[config.mk]
export PLATFORM = sky130hd
export DESIGN_NAME = alu_seq_flat
export DESIGN_NICKNAME = d
export VERILOG_FILES = /design/src/rtl/alu_seq_if.sv /design/src/rtl/alu_seq.sv /design/src/flat_wrapper.sv
export SDC_FILE = /design/constraint.sdc
export NUM_CORES = 1
export LEC_CHECK = 0
export BUFFER_PORTS_ARGS = -buffer_cell sky130_fd_sc_hd__clkbuf_2
export CELL_PAD_IN_SITES_DETAIL_PLACEMENT = 0
export CELL_PAD_IN_SITES_GLOBAL_PLACEMENT = 1
export CORE_MARGIN = 1
export CORE_UTILIZATION = 50
export DETAILED_ROUTE_END_ITERATION = 8
export HOLD_SLACK_MARGIN = 0.05
export PLACE_DENSITY = 0.88
export SLEW_MARGIN = 10
export SYNTH_ARGS = -nofsm -noshare
export SYNTH_HDL_FRONTEND = slang
export SYNTH_SLANG_ARGS = --single-unit
[constraint.sdc]
create_clock -name clk -period 9.6 [get_ports clk]
set_input_delay 0.96 -clock clk [delete_from_list [all_inputs] [get_ports clk]]
set_output_delay 0.96 -clock clk [all_outputs]
set_load 0.03 [all_outputs]
[src/rtl/alu_seq_if.sv]
// Request/response bundle for alu_seq: operands and command in, registered result,
// status flags and start/busy/done handshake out.
interface alu_seq_if #(
  parameter int unsigned WIDTH = 32
);
  logic             start;
  logic [3:0]       EXE_CMD;
  logic [WIDTH-1:0] Val1;
  logic [WIDTH-1:0] Val2;
  logic             C_in;
  logic             S;
  logic             busy;
  logic             done;
  logic [WIDTH-1:0] result;
  logic             N_out;
  logic             Z_out;
  logic             C_out;
  logic             V_out;

  modport master (
    output start, EXE_CMD, Val1, Val2, C_in, S,
    input  busy, done, result, N_out, Z_out, C_out, V_out
  );

  modport slave (
    input  start, EXE_CMD, Val1, Val2, C_in, S,
    output busy, done, result, N_out, Z_out, C_out, V_out
  );
endinterface

[src/rtl/alu_seq.sv]
// Registered EXE-stage ALU: single-cycle logic/arithmetic ops plus an iterative
// shift-add multiply, with optional (S-gated) NZCV status update at completion.
module alu_seq #(
  parameter int unsigned WIDTH  = 32,
  parameter int unsigned MUL_EN = 1
) (
  input  logic      clk,
  input  logic      rst,
  alu_seq_if.slave  bus
);
  localparam int unsigned CW = $clog2(WIDTH);

  localparam logic [3:0] CMD_MOV = 4'b0001;
  localparam logic [3:0] CMD_ADD = 4'b0010;
  localparam logic [3:0] CMD_ADC = 4'b0011;
  localparam logic [3:0] CMD_SUB = 4'b0100;
  localparam logic [3:0] CMD_SBC = 4'b0101;
  localparam logic [3:0] CMD_AND = 4'b0110;
  localparam logic [3:0] CMD_ORR = 4'b0111;
  localparam logic [3:0] CMD_EOR = 4'b1000;
  localparam logic [3:0] CMD_MVN = 4'b1001;
  localparam logic [3:0] CMD_MUL = 4'b1010;

  typedef enum logic {ST_IDLE, ST_MUL} state_t;

  state_t           r_state, w_state_n;
  logic [WIDTH-1:0] r_mcand, w_mcand_n;
  logic [WIDTH-1:0] r_mplier, w_mplier_n;
  logic [WIDTH-1:0] r_acc, w_acc_n;
  logic [WIDTH-1:0] r_result, w_result_n;
  logic [CW-1:0]    r_count, w_count_n;
  logic             r_s, w_s_n;
  logic             r_busy, w_busy_n;
  logic             r_done, w_done_n;
  logic             r_n, w_n_n;
  logic             r_z, w_z_n;
  logic             r_c, w_c_n;
  logic             r_v, w_v_n;

  logic [WIDTH:0]   w_sum;
  logic [WIDTH-1:0] w_res;
  logic             w_c;
  logic             w_v;
  logic             w_wr;
  logic             w_is_mul;
  logic [WIDTH-1:0] w_mul_acc;

  // Single-cycle datapath; w_wr=0 means the command leaves result/flags untouched
  always_comb begin
    w_sum    = '0;
    w_res    = '0;
    w_c      = 1'b0;
    w_v      = 1'b0;
    w_wr     = 1'b1;
    w_is_mul = 1'b0;
    case (bus.EXE_CMD)
      CMD_MOV: w_res = bus.Val2;
      CMD_MVN: w_res = ~bus.Val2;
      CMD_ADD, CMD_ADC: begin
        w_sum = {1'b0, bus.Val1} + {1'b0, bus.Val2}
              + (WIDTH+1)'((bus.EXE_CMD == CMD_ADC) ? bus.C_in : 1'b0);
        w_res = w_sum[WIDTH-1:0];
        w_c   = w_sum[WIDTH];
        w_v   = (bus.Val1[WIDTH-1] == bus.Val2[WIDTH-1]) &&
                (w_res[WIDTH-1] != bus.Val1[WIDTH-1]);
      end
      CMD_SUB, CMD_SBC: begin
        // a - b - ~cin == a + ~b + cin; the carry out is the inverted borrow
        w_sum = {1'b0, bus.Val1} + {1'b0, ~bus.Val2}
              + (WIDTH+1)'((bus.EXE_CMD == CMD_SBC) ? bus.C_in : 1'b1);
        w_res = w_sum[WIDTH-1:0];
        w_c   = w_sum[WIDTH];
        w_v   = (bus.Val1[WIDTH-1] != bus.Val2[WIDTH-1]) &&
                (w_res[WIDTH-1] != bus.Val1[WIDTH-1]);
      end
      CMD_AND: w_res = bus.Val1 & bus.Val2;
      CMD_ORR: w_res = bus.Val1 | bus.Val2;
      CMD_EOR: w_res = bus.Val1 ^ bus.Val2;
      CMD_MUL: begin
        w_wr     = 1'b0;
        w_is_mul = (MUL_EN != 0);
      end
      default: w_wr = 1'b0;
    endcase
  end

  assign w_mul_acc = r_acc + (r_mplier[0] ? r_mcand : '0);

  // Next-state and next-output logic
  always_comb begin
    w_state_n  = r_state;
    w_mcand_n  = r_mcand;
    w_mplier_n = r_mplier;
    w_acc_n    = r_acc;
    w_result_n = r_result;
    w_count_n  = r_count;
    w_s_n      = r_s;
    w_busy_n   = r_busy;
    w_done_n   = 1'b0;
    w_n_n      = r_n;
    w_z_n      = r_z;
    w_c_n      = r_c;
    w_v_n      = r_v;
    case (r_state)
      ST_IDLE: begin
        if (bus.start) begin
          if (w_is_mul) begin
            w_state_n  = ST_MUL;
            w_mcand_n  = bus.Val1;
            w_mplier_n = bus.Val2;
            w_s_n      = bus.S;
            w_acc_n    = '0;
            w_count_n  = '0;
            w_busy_n   = 1'b1;
          end else begin
            w_done_n = 1'b1;
            if (w_wr) begin
              w_result_n = w_res;
              if (bus.S) begin
                w_n_n = w_res[WIDTH-1];
                w_z_n = (w_res == '0);
                w_c_n = w_c;
                w_v_n = w_v;
              end
            end
          end
        end
      end
      ST_MUL: begin
        w_acc_n    = w_mul_acc;
        w_mcand_n  = r_mcand << 1;
        w_mplier_n = r_mplier >> 1;
        w_count_n  = r_count + CW'(1);
        if (r_count == CW'(WIDTH - 1)) begin
          w_state_n  = ST_IDLE;
          w_busy_n   = 1'b0;
          w_done_n   = 1'b1;
          w_result_n = w_mul_acc;
          if (r_s) begin
            w_n_n = w_mul_acc[WIDTH-1];
            w_z_n = (w_mul_acc == '0);
            w_c_n = 1'b0;
            w_v_n = 1'b0;
          end
        end
      end
    endcase
  end

  always_ff @(posedge clk or negedge rst) begin
    if (!rst) begin
      r_state  <= ST_IDLE;
      r_mcand  <= '0;
      r_mplier <= '0;
      r_acc    <= '0;
      r_result <= '0;
      r_count  <= '0;
      r_s      <= 1'b0;
      r_busy   <= 1'b0;
      r_done   <= 1'b0;
      r_n      <= 1'b0;
      r_z      <= 1'b0;
      r_c      <= 1'b0;
      r_v      <= 1'b0;
    end else begin
      r_state  <= w_state_n;
      r_mcand  <= w_mcand_n;
      r_mplier <= w_mplier_n;
      r_acc    <= w_acc_n;
      r_result <= w_result_n;
      r_count  <= w_count_n;
      r_s      <= w_s_n;
      r_busy   <= w_busy_n;
      r_done   <= w_done_n;
      r_n      <= w_n_n;
      r_z      <= w_z_n;
      r_c      <= w_c_n;
      r_v      <= w_v_n;
    end
  end

  assign bus.busy   = r_busy;
  assign bus.done   = r_done;
  assign bus.result = r_result;
  assign bus.N_out  = r_n;
  assign bus.Z_out  = r_z;
  assign bus.C_out  = r_c;
  assign bus.V_out  = r_v;
endmodule

[src/flat_wrapper.sv]
// flat-port wrapper written by rule: the top's interface ports become plain ports
module alu_seq_flat 
#(
  parameter int unsigned WIDTH  = 32,
  parameter int unsigned MUL_EN = 1
)
  (clk, rst, bus_start, bus_EXE_CMD, bus_Val1, bus_Val2, bus_C_in, bus_S, bus_busy, bus_done, bus_result, bus_N_out, bus_Z_out, bus_C_out, bus_V_out);
  alu_seq_if #(.WIDTH(WIDTH)) bus_i ();
  input  logic clk;
  input  logic rst;
  input wire logic [$bits(bus_i.start)-1:0] bus_start;
  input wire logic [$bits(bus_i.EXE_CMD)-1:0] bus_EXE_CMD;
  input wire logic [$bits(bus_i.Val1)-1:0] bus_Val1;
  input wire logic [$bits(bus_i.Val2)-1:0] bus_Val2;
  input wire logic [$bits(bus_i.C_in)-1:0] bus_C_in;
  input wire logic [$bits(bus_i.S)-1:0] bus_S;
  output wire logic [$bits(bus_i.busy)-1:0] bus_busy;
  output wire logic [$bits(bus_i.done)-1:0] bus_done;
  output wire logic [$bits(bus_i.result)-1:0] bus_result;
  output wire logic [$bits(bus_i.N_out)-1:0] bus_N_out;
  output wire logic [$bits(bus_i.Z_out)-1:0] bus_Z_out;
  output wire logic [$bits(bus_i.C_out)-1:0] bus_C_out;
  output wire logic [$bits(bus_i.V_out)-1:0] bus_V_out;
  assign bus_i.start = bus_start;
  assign bus_i.EXE_CMD = bus_EXE_CMD;
  assign bus_i.Val1 = bus_Val1;
  assign bus_i.Val2 = bus_Val2;
  assign bus_i.C_in = bus_C_in;
  assign bus_i.S = bus_S;
  assign bus_busy = bus_i.busy;
  assign bus_done = bus_i.done;
  assign bus_result = bus_i.result;
  assign bus_N_out = bus_i.N_out;
  assign bus_Z_out = bus_i.Z_out;
  assign bus_C_out = bus_i.C_out;
  assign bus_V_out = bus_i.V_out;
  alu_seq #(.WIDTH(WIDTH), .MUL_EN(MUL_EN)) u_core (.clk(clk), .rst(rst), .bus(bus_i));
endmodule
## Yosys cells after proc, flatten, opt, wreduce, memory -nomap -nowiden

Index checks and enable logic that the tools add are counted.

- Bitwise logic cells: 5
- Equal/unequal tests: 22
- Multiplexer cells: 63
- Add/subtract/negate cells: 6
- Reductions and logical operators: 12

Operators by type and width:

| kind | count |
|---|---|
| 2-to-1 mux 32 bit | 11 |
| case mux 32 bit (2 select lines) | 4 |
| case mux 32 bit (7 select lines) | 1 |
| adder 32 x 32 -> 33 bit | 2 |
| adder 33 bit | 2 |
| logical NOT 32 bit | 2 |
| 2-to-1 mux 1 bit | 35 |
| adder 32 bit | 1 |
| bitwise AND 32 bit | 1 |
| NOT 32 bit | 1 |
| bitwise OR 32 bit | 1 |
| bitwise XOR 32 bit | 1 |
| case mux 1 bit (2 select lines) | 9 |
| equality test 4 x 3 -> 1 bit (second input constant) | 4 |
| equality test 4 bit (second input constant) | 3 |
| 2-to-1 mux 5 bit | 2 |
| inequality test 2 bit (second input constant) | 5 |
| case mux 5 bit (2 select lines) | 1 |
| OR reduction 9 bit | 1 |
| equality test 4 x 2 -> 1 bit (second input constant) | 2 |
| AND reduction 3 bit | 2 |
| AND reduction 6 bit | 1 |
| adder 5 x 1 -> 5 bit (second input constant) | 1 |
| equality test 5 bit (second input constant) | 1 |
| other kinds (9) | 14 |

- Bits of input ports: 73
- Register bits: 141
- Output and inout bits: 38

## Depth between registers and ports, before layout

Gate-level depths: netlist of run 1.

- Depth in word-level cells: 11
- Depth in mapped cells: 19
- Gate-level depth less buffers: 16

## Least setup slack after synthesis of run 1

Ideal clock, no wire load.

- Path type: input to register
- Start point: in bus_EXE_CMD[1]
- End point: reg u_core.r_result[30] (netlist: u_core.bus.result[30])
- Setup slack: 4.301 ns
- Cell stages on the path: 18
- Setup time: 0.120 ns
- Path buffers: 3
- Arrival time: 5.179 ns
- Cells stage by stage: nor2b_1 > nor2b_1 > clkbuf_1 > clkbuf_1 > clkbuf_1 > nand3_1 > fa_1 > fa_1 > nor2b_1 > o2111a_1 > o211ai_1 > a2111o_1 > a31oi_1 > a2111oi_0 > nor3_1 > o311ai_1 > a22o_1 > a31o_2

- Cells in the longest elaborated chain, start to end: 8
- Elaborated cells on any way between the ends: 27
- Classes of those cells: add/sub: 2; eq/ne: 12; mux: 9; reduce/logical: 4

RTL lines:

| element | RTL line | RTL |
|---|---|---|
| start: declaration | flat_wrapper.sv:12 | `input wire logic [$bits(bus_i.EXE_CMD)-1:0] bus_EXE_CMD;` |
| equality test 4 x 3 -> 1 bit / equality test 4 x 2 -> 1 bit (equally long branches) | alu_seq.sv:56, alu_seq.sv:70, alu_seq.sv:61 |  |
| 2-to-1 mux 1 bit (on tied branches) | alu_seq.sv:70, alu_seq.sv:61 |  |
| adder 33 bit (on tied branches) | alu_seq.sv:70, alu_seq.sv:61 |  |
| case mux 32 bit (7 select lines) | alu_seq.sv:56 | `case (bus.EXE_CMD)` |
| 2-to-1 mux 32 bit | alu_seq.sv:117 | `if (w_wr) begin` |
| 2-to-1 mux 32 bit | alu_seq.sv:107 | `if (w_is_mul) begin` |
| 2-to-1 mux 32 bit | alu_seq.sv:106 | `if (bus.start) begin` |
| case mux 32 bit (2 select lines) | alu_seq.sv:104 | `case (r_state)` |
| end signal: assignment | alu_seq.sv:170 | `r_result <= w_result_n;` |
| end: declaration | alu_seq.sv:30 | `logic [WIDTH-1:0] r_result, w_result_n;` |

Parallel ways exist; a longest one is shown, timed or not. The select of a mux whose other input is x is not followed.
A chain may end at the register's enable or synchronous reset.

## Final worst setup path of run 1

- Start point: in bus_EXE_CMD[3]
- End point: reg u_core.r_z (netlist: u_core.bus.Z_out)

- Cells in the longest elaborated chain, start to end: 10
- Elaborated cells on any way between the ends: 29
- Classes of those cells: add/sub: 2; eq/ne: 12; mux: 10; reduce/logical: 5

RTL lines:

| element | RTL line | RTL |
|---|---|---|
| equality test 4 x 3 -> 1 bit / equality test 4 x 2 -> 1 bit (equally long branches) | alu_seq.sv:56, alu_seq.sv:70, alu_seq.sv:61 |  |
| 2-to-1 mux 1 bit (on tied branches) | alu_seq.sv:70, alu_seq.sv:61 |  |
| adder 33 bit (on tied branches) | alu_seq.sv:70, alu_seq.sv:61 |  |
| case mux 32 bit (7 select lines) | alu_seq.sv:56 |  |
| logical NOT 32 bit | alu_seq.sv:121 | `w_z_n = (w_res == '0);` |
| 2-to-1 mux 1 bit | alu_seq.sv:119 | `if (bus.S) begin` |
| 2-to-1 mux 1 bit | alu_seq.sv:117 |  |
| 2-to-1 mux 1 bit | alu_seq.sv:107 |  |
| 2-to-1 mux 1 bit | alu_seq.sv:106 |  |
| case mux 1 bit (2 select lines) | alu_seq.sv:104 |  |
| end signal: assignment | alu_seq.sv:176 | `r_z <= w_z_n;` |
| end: declaration | alu_seq.sv:36 | `logic r_z, w_z_n;` |

Parallel ways exist; a longest one is shown, timed or not. The select of a mux whose other input is x is not followed.

==> impl_summary.md, run 1 <==
Power
The clock network fraction of total power is a little under a quarter. The internal portion of the total power is 1.696 mW. Summed over all nets, the switching power comes to roughly 1.5 mW.

The leakage power figure is 7.263 nW. The power per unit of standard cell area is ~200 nW/um2. In this run, the combinational gates consume 45.5% of the power. Of the total power, the share spent switching nets is 46.35%. The worst-case IR drop observed on VDD is 0.1287 mV. Registers are responsible for approximately a third of the overall power.

Floorplanning
The initial utilization of the core area, before any placement, comes to approximately half. Measured along the x axis, the die boundary spans 173.1 um. The number of ports placed on the die boundary is approximately 110. The core region area is approximately 29000 um2. The die covers 29960 um2. The die height is 173.1 um. In this run the core area contains 62 standard-cell rows.

Setup path
The startpoint of the worst register-to-register path is u_core.r_mplier[0]$_DFFE_PN0P_. In this run the worst path has a maximum fanout of 48. STA classifies the critical path endpoint as a flip-flop. For the worst setup path, the data arrival time is 6.32 ns. The cell that appears most often on the critical path is sky130_fd_sc_hd__a21oi_1. On the critical path, the stage with the largest delay is an instance of sky130_fd_sc_hd__or2_2. The kind of start point of the critical path is an input port.

The delay contributed by the slowest stage of the critical path is 0.65 ns. The data required time at the worst endpoint is 9.98 ns. The critical path's top delay family is simple AND/OR/NAND/NOR gates. The timing startpoint of the critical path is bus_EXE_CMD[3]. The critical path class is input port to flip-flop. The number of buffers and inverters on the critical path is 2. Walking the worst path, the cells encountered are clkbuf_2 > buf_4 > nand2b_1 > or2_2 > nor3b_1 > fa_1 > fa_1 > or2_1 > a21oi_1 > xnor2_1 > a21oi_1 > o311ai_0 > or4_1 > nor4_1 > nand4_1 > nor4_1 > a21oi_1 > o31ai_1.

Synthesis
The number of warnings reported in the yosys synthesis log is 0. Counting flops and latches in the post-synthesis netlist gives approximately 140. The top flip-flop cell by instance count after synthesis is sky130_fd_sc_hd__dfrtp_1. The area fraction of the dominant cell type after synthesis is roughly 24%. By area the synthesized netlist is led by sky130_fd_sc_hd__dfrtp_1 24%, sky130_fd_sc_hd__ha_1 11%, sky130_fd_sc_hd__a21oi_1 7.0%, sky130_fd_sc_hd__o21ai_0 6.3%, sky130_fd_sc_hd__nand2_1 6.2%.

The summed instance area of the synthesized netlist is 14630 um2. The share of flip-flops with an asynchronous set or reset is 100.0%. The number of distinct library cells after synthesis is between 90 and 100.

Counting every net in the synthesized netlist gives 2184. After synthesis, flip-flops and latches occupy 24.11% of the total area. The synthesized instance count is 1978. The synthesized design contains 0 enable-type register cells. The most common cell in the synthesized netlist is sky130_fd_sc_hd__nand2_1. The average footprint of a synthesized cell is 7.398 um2. The cell type with the highest aggregate area in the netlist is sky130_fd_sc_hd__dfrtp_1. By count the netlist is led by 240 x sky130_fd_sc_hd__nand2_1, 204 x sky130_fd_sc_hd__a21oi_1, 194 x sky130_fd_sc_hd__nor2_1, 184 x sky130_fd_sc_hd__o21ai_0, 141 x sky130_fd_sc_hd__dfrtp_1.

Drt
The detailed-routing iteration count for the pre-antenna-repair pass is 8. The routed layout has 15111 vias. The average vias per placed instance is 6.302. The post-detailed-route wirelength per cell is 22.74 um. The count of routing violations after the opening detailed-route iteration is ~1500. The remaining antenna violation count is 0.

After detailed routing, the number of remaining DRC violations is 0. For this block, the routed nets add up to between 50000 and 60000 um of wire.

Global routing
In the global route stage, overall resource usage came out at 36.40%. The remaining global-route overflow is 0. The maximum number of pins on one net before global-route repair is 103. The via count of the first global-routing pass came to 14311. The initial antenna violation count is 1. The global-route wire length before repair is 84000 um.

Layout
After routing the design area is 15920 um2. The ratio of cells with drive above 1 in the final layout is between 10% and 20%. The number of diodes is 0. After the last flow step, the layout net total stands at roughly 2200. The area growth from synthesis to final layout is 8.764%.

The count of fill cells added during filler insertion is 2854.

Run
The max capacitance violation total is 0.

STA
The number of failing setup endpoints in the final timing report is 0. The number of slew-limit violations in the final report is 0. The normalized max-slew margin is around a fifth. The worst setup margin is around 3.7 ns.

At the pin with the least slew margin, the transition time is 1.184 ns. Setup repair after global routing left no endpoint under its margin. The clock period could shrink to between 5 and 6 ns.

Of the available clock period, the critical path in the final layout requires between 60% and 70%. For this run, the top clock speed supported by timing is 168.5 MHz. After routing, the total negative slack on setup checks comes to 0 ns. The final hold violation count is 0. The tightest hold path in the finished design has a slack of 0.4780 ns. The final setup skew is 0.01407 ns.

Placed design
OpenSTA, run right after detailed placement, puts the worst setup slack at around 3.3 ns. The number of input and output port buffers inserted is 110. The detailed-placement wirelength estimate is 41240 um. The total placed instance area is 15310 um2. At the end of routability-driven placement, the weighted congestion stood at between 1 and 1.5.

Clock network
The buffer type at the clock tree root is sky130_fd_sc_hd__clkbuf_16. The clock net in this run drives a total of 141 sinks. The clock passes through at most 2 buffers. The CTS H-tree depth is 4.

Clock tree synthesis inserted a total of 17 buffers. The hold buffer count at cts is 0. The clock tree from TritonCTS is yes. The post-CTS setup repair buffer count is 0.

The clock insertion delay at the later pin of the skew report is 0.47 ns. The clock-pin slew reported for the worst setup and hold paths after clock tree synthesis is around 0.080 ns. The count of instances resized after the clock tree is built is 0.

Worst hold path
The worst hold path class is flip-flop to flip-flop. The startpoint identified for the worst hold timing path is u_core.bus.result[21]$_DFFE_PN0P_.

Outcome
The run finished with clean final reports.
-- metrics by stage --
step / util (%) / instances / total power, mW
3_5_place_dp: 53.21 / 2366 / 2.429
3_3_place_gp: 53.21 / 2366 / 2.398
4_1_cts: 55.30 / 2398 / 3.156
2_1_floorplan: - / 1978 / 1.975
5_1_grt: 55.30 / 2398 / 3.362
6_report: 55.30 / 2398 / 3.161
-- power by group through the flow --
stage          Clock (mW)  Sequential (mW)  Combinational (mW)
2_1_floorplan           0             1.05               0.923
3_3_place_gp            0             1.00                1.40
3_5_place_dp            0             1.01                1.42
4_1_cts             0.729             1.00                1.43
5_1_grt             0.748             1.03                1.58
6_report            0.720             1.00                1.44
-- worst paths after layout --
kind / slack [ns] / end / depth (start not counted)
setup / recovery: 3.67 / u_core.bus.Z_out$_DFFE_PN0P_ / 18
min in group asynchronous: 0.54 / u_core.r_mplier[21]$_DFFE_PN0P_ / 1
setup reg to reg: 5.06 / u_core.bus.result[30]$_DFFE_PN0P_ / 14
hold reg to reg: 0.48 / u_core.bus.result[21]$_DFFE_PN0P_ / 2
hold / removal: 0.48 / u_core.bus.result[21]$_DFFE_PN0P_ / 2
max in group asynchronous: 7.62 / u_core.r_mcand[3]$_DFFE_PN0P_ / 2
-- worst reg2reg max path, delay by kind of cell, from the launching register on --
| family | cells | cell delay (ns) |
|---|---|---|
| flops | 1 | 0.71 |
| xor+xnor | 1 | 0.15 |
| fa+ha+maj | 2 | 0.67 |
| compound gates | 8 | 2.16 |
| simple gates | 3 | 0.74 |
-- layout make-up --
class                      instances  area, um2  share of cell area (%)
clock buffer                      17      425.4                   2.673
multi-input combinational       1609      10210                   64.17
timing repair buffer             129      699.4                   4.394
clock inverter                    15      176.4                   1.108
inverter                         103      389.1                   2.445
tap                              384      480.5                   3.019
sequential                       141       3532                   22.19
-- flip-flops by register name (all words and copies together), names as in the netlist --
name and flops:
u_core.bus.Z_out 1, u_core.r_s 1, u_core.r_acc 32, u_core.r_mcand 32, u_core.bus.V_out 1, u_core.bus.N_out 1, u_core.r_count 5, u_core.bus.done 1
u_core.bus.C_out 1, u_core.r_mplier 32, u_core.r_state 1, u_core.bus.result 32, u_core.bus.busy 1
-- per-layer routing --
metal	wire, um	share of wire, %	GRT usage (%)	vias up
met5	0	0	0	-
met4	3219	5.9	20.94	0
met3	2882	5.3	4.134	130
met2	25370	47	59.88	623
met1	23040	42	46.32	7202
li1	-	-	-	7156
-- cells in the final DEF (no fill, tap or decap), drive strengths merged, types with 26 or more instances in the layout --
| cell | netlist | layout |
|---|---|---|
| nand2 | 240 | 240 |
| a21oi | 206 | 206 |
| nor2 | 194 | 194 |
| o21ai | 191 | 191 |
| dfrtp | 141 | 141 |
| ha | 128 | 128 |
| clkbuf | 97 | 126 |
| inv | 102 | 110 |
| and2 | 44 | 44 |
| xor2 | 34 | 34 |
| xnor2 | 31 | 31 |
| a21o | 30 | 30 |
| nor3 | 29 | 29 |
| nand3 | 26 | 26 |
-- cells by family after synthesis --
kind of cell	count (synthesis)	synth area share [%]
AOI/OAI and AO/OA	709	30.91
xor gates and xnor gates	65	3.890
muxes	18	1.308
DFF	141	24.11
adders and majority gates	133	11.63
and+or+nand+nor	684	21.90
buffers and inverters	228	6.258
Note: power is estimated with default switching activity, not from simulation.
==> inputs of run 2 (changes only) <==
--- a/config.mk
+++ b/config.mk
@@ -9,10 +9,10 @@
 export CELL_PAD_IN_SITES_DETAIL_PLACEMENT = 0
 export CELL_PAD_IN_SITES_GLOBAL_PLACEMENT = 1
 export CORE_MARGIN = 1
-export CORE_UTILIZATION = 50
+export CORE_UTILIZATION = 46
 export DETAILED_ROUTE_END_ITERATION = 8
 export HOLD_SLACK_MARGIN = 0.05
-export PLACE_DENSITY = 0.88
+export PLACE_DENSITY = 0.82
 export SLEW_MARGIN = 10
 export SYNTH_ARGS = -nofsm -noshare
 export SYNTH_HDL_FRONTEND = slang
==> constraint.sdc (replaced) <==
create_clock -name clk -period 5.9 [get_ports clk]
set_input_delay 0.59 -clock clk [delete_from_list [all_inputs] [get_ports clk]]
set_output_delay 0.59 -clock clk [all_outputs]
set_load 0.03 [all_outputs]
==> run 2 against run 1 <==
  * Clock power up 51%
  * Cell count up 0.83%
  * Total power up 60%
  * Critical path depth down 2
  * Cell area up 0.28%
  * Worst setup slack worse by 2.5 ns
  * Clock-buffer cell count unchanged
  * Global-route usage down 1.6 points
  * Routed wire length up 3.8%
  * Hold slack worse by 0.27 ns
==> impl_summary.md, run 2 (synthesis gave the netlist of run 1 again) <==
Power
The power per unit of standard cell area came to 317.8 nW/um2 (+60%). The sequential fraction of design power is 32.1% (+0.4 points). The fraction of power spent switching nets is 46.53% (+0.19 points).

The switching power summed over all nets is 2.360 mW (+61%). The leakage power figure is 7.297 nW (+0.46%). The cell-internal power came to 2.712 mW (+60%).

The relative contribution of combinational cells to total power is 46.4% (+0.9 points). The worst voltage drop across the vdd grid is 0.4787 mV (+270%). The clock network fraction of total power came to 21.5% (-1.3 points).

STA
The final critical delay including setup and external delays is 4.761 ns. The worst hold slack came to 0.2061 ns (-0.2719 ns). In the finished design, the share of the clock period the worst path needs comes to roughly four fifths. The fmax is 210.0 MHz. The sum of negative setup slack came to 0 ns (unchanged). The number of slew-limit violations in the final report is 0 (unchanged). The final hold violation count is 0 (unchanged). The normalized max-slew margin is 29.63% (+8.7 points). The final setup skew is 0.009943 ns (-0.004129 ns). Setup repair after global routing left no endpoint under its margin.

The number of failing setup endpoints in the final timing report is 0 (unchanged). The measured slew at the worst slew-check pin is 1.046 ns (-0.1378 ns).

Setup path
The critical path's top delay family is simple AND/OR/NAND/NOR gates. Walking the worst path, the cells encountered are clkbuf_2 > nand2b_1 > or2_2 > nor3b_1 > fa_1 > nor2_1 > o311ai_4 > a211oi_2 > nor4_1 > nor2_1 > xnor2_1 > a221o_1 > or4_1 > nor4_1 > a21oi_1 > o31ai_1. The data required time at the worst endpoint is 6.26 ns (-3.72 ns).

The kind of start point of the critical path is an input port. The delay contributed by the slowest stage of the critical path is 0.82 ns (+0.17 ns). The data arrival time of the worst path is 5.12 ns (-1.20 ns). The highest net fanout along the worst path is 17 (-65%). STA classifies the critical path endpoint as a flip-flop. The slowest stage cell on the critical path is sky130_fd_sc_hd__nor4_1. The count of buffer and inverter cells on the critical path is 1 (-1). The critical path is of the input port to flip-flop type.

Floorplanning
The overall die width is 180.4 um (+4.2%). The initial cell density of the core is 47.34% (-3.5 points). The die height is 180.4 um (+4.2%). The total die area is 32530 um2 (+8.6%). The core region area is 30910 um2 (+7.4%). The number of ports placed on the die boundary is 111 (unchanged).

The cell row count is 64 (+3.2%).

Layout
The ratio of cells with drive above 1 in the final layout is 10.63% (+0.40 points). The area of all placed cells without fillers is 15960 um2 (+0.28%). The library cells used most frequently in the layout, excluding fill and tap cells, are 239 x sky130_fd_sc_hd__nand2_1, 204 x sky130_fd_sc_hd__a21oi_1, 193 x sky130_fd_sc_hd__nor2_1. The footprint of the multi-input gates came to 10220 um2 (about the same).

The sequential cell area is 3532 um2 (unchanged). Leaving out fill and tap cells, the most frequent cell in the layout is sky130_fd_sc_hd__nand2_1. The count of fill cells added during filler insertion is 3118 (+9.3%). The number of nets in the final layout is 2216 (+0.41%).

The area growth from synthesis to final layout is 9.072%. The number of diodes is 0 (unchanged).

Clock network
The clock tree from TritonCTS is yes. The clock insertion delay at the later pin of the skew report is 0.46 ns (about the same). The number of sinks driven by the clock tree is 141 (unchanged). The hold buffer count at cts is 0 (unchanged). The number of buffers on the longest clock path is 2 (unchanged). The clock-pin slew reported for the worst setup and hold paths after clock tree synthesis was 0.06 ns (-0.02 ns). The number of buffers created by CTS is 17 (unchanged). The buffer type at the clock tree root is sky130_fd_sc_hd__clkbuf_16. The count of instances resized after the clock tree is built was 0 (unchanged). The post-CTS setup repair buffer count is 0 (unchanged). The CTS H-tree depth is 4 (unchanged).

Drt
The average vias per placed instance was 6.263 (-0.60%). The DRC violation count after routing is 0 (unchanged). The via count of the routed design was 15145 (+0.23%).

The remaining antenna violation count is 0 (unchanged). The detailed-routing iteration count for the pre-antenna-repair pass came to 6 (-2). The count of routing violations after the opening detailed-route iteration is 1346 (-11%). The aggregate routed wire length came to 56570 um (+3.8%). The post-detailed-route wirelength per cell is 23.40 um (+2.9%).

Global routing
The global-route wire length before repair is 86410 um (+2.9%). The remaining global-route overflow is 0 (unchanged). The via count of the first global-routing pass came to 14605 (+2.1%). The initial antenna violation count is 0 (-1).

The global-route total usage across every layer is 34.82% (-1.6 points). The maximum number of pins on one net before global-route repair came to 82 (-20%).

Placed design
The total placed instance area came to 15400 um2 (+0.58%). The detailed-placement wirelength estimate is 43270 um (+4.9%). The routability congestion estimate is 0.9601 (-4.5%).

The number of input and output port buffers inserted was 110 (unchanged).

Worst hold path
The worst hold path class is input port to asynchronous set/reset pin.

Run
The max capacitance violation total was 0 (unchanged).

Outcome
The flow ran to the end, and the final reports show no timing, DRC or antenna violations.
[run 2: cell count changes in the layout (fill, tap and decap cells not counted), moves of 2 or more]
cell / change
sky130_fd_sc_hd__buf_4: +9
sky130_fd_sc_hd__clkinv_2: +3
sky130_fd_sc_hd__clkinvlp_4: -2
sky130_fd_sc_hd__inv_8: -2
[run 2: final timing paths]
path	start	slack (ns)	depth (start not counted)	to
max in group asynchronous	rst	4.35	2	u_core.bus.Z_out$_DFFE_PN0P_
min in group clk	bus_S	0.42	2	u_core.r_s$_DFFE_PN0P_
worst min register to register	u_core.r_count[3]$_DFFE_PN0P_	0.48	1	u_core.r_count[3]$_DFFE_PN0P_
worst min-delay path	rst	0.21	1	u_core.r_mplier[29]$_DFFE_PN0P_
worst max-delay path	bus_EXE_CMD[2]	1.14	16	u_core.bus.Z_out$_DFFE_PN0P_
worst max register to register	u_core.r_mplier[0]$_DFFE_PN0P_	1.16	14	u_core.bus.result[30]$_DFFE_PN0P_
[run 2: power by group through the flow]
stage                     logic (mW)  clock network (mW)  registers, mW
final                           2.35                1.09           1.63
after global routing            2.59                1.14           1.68
after CTS                       2.34                1.11           1.62
after detailed placement        2.33                   0           1.64
after global placement          2.30                   0           1.62
after floorplan                 1.50                   0           1.71
[run 2: routing by layer]
metal / wire (um) / GRT usage (%)
met2: 26500 / 57.97
met1: 24040 / 43.96
met5: 0 / 0
met4: 3166 / 19.25
met3: 2869 / 4.042
[run 2: stage by stage]
step | total power [mW] | utilization [%] | std cells | worst slack (ns)
after floorplan | 3.213 | - | 1978 | 0.9711
after global placement | 3.924 | 49.83 | 2387 | 0.8858
after detailed placement | 3.964 | 49.83 | 2387 | 0.8286
after CTS | 5.068 | 51.64 | 2418 | 1.273
after global routing | 5.412 | 51.64 | 2418 | 0.8483
final | 5.073 | 51.64 | 2418 | 1.139
[run 2: layout make-up]
class | count | area share (%)
multi-input combinational | 1609 | 64.03
sequential | 141 | 22.13
timing repair buffer | 138 | 4.805
tap | 396 | 3.104
clock buffer | 17 | 2.665
inverter | 103 | 2.438
clock inverter | 14 | 0.8309
==> inputs of run 3 (changes only) <==
==> constraint.sdc (replaced) <==
create_clock -name clk -period 4.62 [get_ports clk]
set_input_delay 0.462 -clock clk [delete_from_list [all_inputs] [get_ports clk]]
set_output_delay 0.462 -clock clk [all_outputs]
set_load 0.03 [all_outputs]
==> run 3 against run 2 <==
  * Flip-flop and latch count unchanged
  * First-iteration DRC count decreased by 6.8%
  * Largest power group unchanged
  * Clock power increased by 43%
  * Combinational power increased by 32%
  * Critical path depth increased by 1
  * Worst setup slack got worse by 0.81 ns
  * Largest cell class unchanged
==> impl_summary.md, run 3 (synthesis gave the netlist of run 1 again) <==
STA
The sum of negative setup slack is 0 ns (unchanged). The final setup skew is 0.008863 ns (-0.001081 ns). After layout, the minimum clock period comes to between 4 and 5 ns. The final critical path takes up 92.99% of the cycle. Setup repair after global routing left no endpoint under its margin.

Based on the critical path, the design can be clocked at up to 232.8 MHz. The worst hold slack is 0.2747 ns (+0.06856 ns). The number of failing setup endpoints in the final timing report came to 0 (unchanged).

The normalized max-slew margin is 34.53% (+4.9 points). The number of slew-limit violations in the final report came to 0 (unchanged). The final hold violation count came to 0 (unchanged).

The measured slew at the worst slew-check pin is 0.9785 ns (-0.06741 ns).

Layout
The number of nets in the final layout is 2254 (+1.7%). The library cell used most frequently in the layout, excluding fill and tap cells, is sky130_fd_sc_hd__nand2_1. The top cell types in the final layout, fill and taps aside, are 239 x sky130_fd_sc_hd__nand2_1, 204 x sky130_fd_sc_hd__a21oi_1, 193 x sky130_fd_sc_hd__nor2_1. The footprint of the multi-input gates is 10220 um2 (unchanged).

The non-filler instance count after layout came to 2457 (+1.6%). The ratio of cells with drive above 1 in the final layout is 12.18% (+1.5 points). The area growth from synthesis to final layout is 11.54%. The count of fill cells added during filler insertion is 3073 (-1.4%). The number of diodes is 0 (unchanged). The area of all placed cells without fillers came to 16320 um2 (+2.3%). The sequential cell area is 3532 um2 (unchanged).

Power
The clock network fraction of total power is 23.4% (+1.9 points). The cell-internal power was 3.692 mW (+36%). The fraction of power spent switching nets is 44.68% (-1.8 points). The power per unit of standard cell area is 408.9 nW/um2 (+29%). The switching power summed over all nets is 2.982 mW (+26%).

The worst voltage drop across the vdd grid is 0.2938 mV (-39%). The total chip power was 6.674 mW (+32%). The sequential fraction of design power is 30.0% (-2.1 points). The leakage power figure is 7.514 nW (+3.0%).

The relative contribution of combinational cells to total power was 46.6% (+0.2 points).

Global routing
The initial antenna violation count came to 0 (unchanged). The via count of the first global-routing pass was 14590 (-0.10%). The global-route wire length before repair is 86550 um (+0.16%). The maximum number of pins on one net before global-route repair was 80 (-2.4%).

The global-route total usage across every layer is 34.59% (-0.23 points). The remaining global-route overflow is 0 (unchanged).

Run
The max capacitance violation total came to 0 (unchanged).

Clock network
The number of buffers on the longest clock path was 2 (unchanged). The buffer type at the clock tree root is sky130_fd_sc_hd__clkbuf_16. TritonCTS built the clock tree. The clock-pin slew reported for the worst setup and hold paths after clock tree synthesis is 0.07 ns (about the same). The number of buffers created by CTS is 17 (unchanged). The number of sinks driven by the clock tree is 141 (unchanged). The clock insertion delay at the later pin of the skew report is 0.46 ns (about the same). The CTS H-tree depth is 4 (unchanged).

The post-CTS setup repair buffer count is 0 (unchanged).

Drt
The via count of the routed design was 15244 (+0.65%). The aggregate routed wire length was 56120 um (-0.80%). The average vias per placed instance is 6.204 (-0.94%). The count of routing violations after the opening detailed-route iteration is 1254 (-6.8%).

The detailed-routing iteration count for the pre-antenna-repair pass was 5 (-1). The post-detailed-route wirelength per cell is 22.84 um (-2.4%). The remaining antenna violation count is 0 (unchanged). The DRC violation count after routing is 0 (unchanged).

Outcome
The flow ran to the end, and the final reports show no timing, DRC or antenna violations.

Floorplanning
The initial cell density of the core is 47.34% (unchanged). The overall die width is 180.4 um (unchanged). The number of ports placed on the die boundary is 111 (unchanged). The core region area is 30910 um2 (unchanged). The total die area came to 32530 um2 (unchanged). The die height is 180.4 um (unchanged). The cell row count was 64 (unchanged).

Setup path
The slowest stage cell on the critical path is sky130_fd_sc_hd__a2111o_1. The worst setup slack for register-to-register paths is 0.39 ns (-0.77 ns). The endpoint identified for the worst register-to-register timing path is u_core.bus.Z_out$_DFFE_PN0P_. The data required time at the worst endpoint was 4.95 ns (-1.31 ns). The critical path class is input port to flip-flop. The highest net fanout along the worst path came to 5 (-12). The critical path goes through clkbuf_2 > nor2b_1 > nor2b_2 > nand3_1 > fa_1 > fa_1 > nor2b_1 > o2111a_1 > o211ai_1 > a2111o_1 > a31oi_2 > a21o_1 > a21oi_1 > o311ai_1 > nor4_1 > a21oi_1 > o31ai_1. The worst setup path is captured at a flip-flop. The delay contributed by the slowest stage of the critical path came to 0.55 ns (-0.27 ns). The number of cell instances on the worst register-to-register path was 12 (-2). The kind of start point of the critical path is an input port. The startpoint of the worst register-to-register path is u_core.r_mcand[1]$_DFFE_PN0P_. The timing startpoint of the critical path is bus_EXE_CMD[1]. The data arrival time of the worst path is 4.63 ns (-0.49 ns).

Worst hold path
The worst hold path terminates at u_core.r_mplier[31]$_DFFE_PN0P_. The cell depth of the worst min-delay path is 3. The worst hold path class is input port to flip-flop. The startpoint identified for the worst hold timing path is bus_Val2[31].

Placed design
The number of instances in the placed design came to 2424 (+1.6%). The total placed instance area is 15680 um2 (+1.8%). The number of input and output port buffers inserted is 110 (unchanged). The detailed-placement wirelength estimate is 43350 um (+0.19%). The routability congestion estimate is 1.011 (+5.3%).
## run 3: area by class of cell
| class | count | share of cell area [%] |
|---|---|---|
| tap | 396 | 3.035 |
| multi-input combinational | 1609 | 62.61 |
| timing repair buffer | 176 | 6.462 |
| clock inverter | 12 | 1.134 |
| inverter | 103 | 2.384 |
| clock buffer | 20 | 2.736 |
| sequential | 141 | 21.64 |
## run 3: what timing repair did
item / 4_1_cts / 5_1_grt
hold buffers: 1 / 0
endpoints found under the hold margin: 52 / 0
resized for setup: 0 / 1
setup endpoints to repair: 0 / 1
## run 3: worst max path at each step
stage	slack (ns)	cells past startpoint	to
6_report	0.32	17	u_core.bus.Z_out$_DFFE_PN0P_
5_1_grt	0.07	17	u_core.bus.Z_out$_DFFE_PN0P_
4_1_cts	0.41	17	u_core.bus.Z_out$_DFFE_PN0P_
3_5_place_dp	-0.06	17	u_core.bus.Z_out$_DFFE_PN0P_
3_3_place_gp	-0.02	18	u_core.bus.Z_out$_DFFE_PN0P_
2_1_floorplan	0.007	18	u_core.bus.result[30]$_DFFE_PN0P_
## run 3: stage by stage
stage / util, % / setup WS [ns]
CTS: 52.79 / 0.4093
detailed placement: 50.71 / -0.05598
global route: 52.81 / 0.06661
global placement: 50.71 / -0.01920
finish: 52.81 / 0.3238
floorplan: - / 0.007132
## run 3: routing by layer
metal  global-route usage [%]  up-vias  wire length [um]
li1                         -     7257                 -
met1                    44.06     7314             24180
met2                    56.53      543             25840
met3                    4.507      130              2738
met4                    19.59        0              3366
met5                        0        -                 0
## run 3: worst max-delay path: cells and delay by family
kind	cells	cell delay, ns
buffers and inverters	1	0.11
AO/OA/AOI/OAI	9	2.33
adder cells (fa/ha/maj)	2	0.87
AND/OR/NAND/NOR	5	0.85
## run 3: power groups by stage
stage                     sequential (mW)  clock [mW]  combinational [mW]
after floorplan                      2.18           0                1.92
final                                2.00        1.56                3.11
after global routing                 2.06        1.62                3.44
after CTS                            2.00        1.58                3.09
after global placement               2.00           0                3.04
after detailed placement             2.02           0                3.08
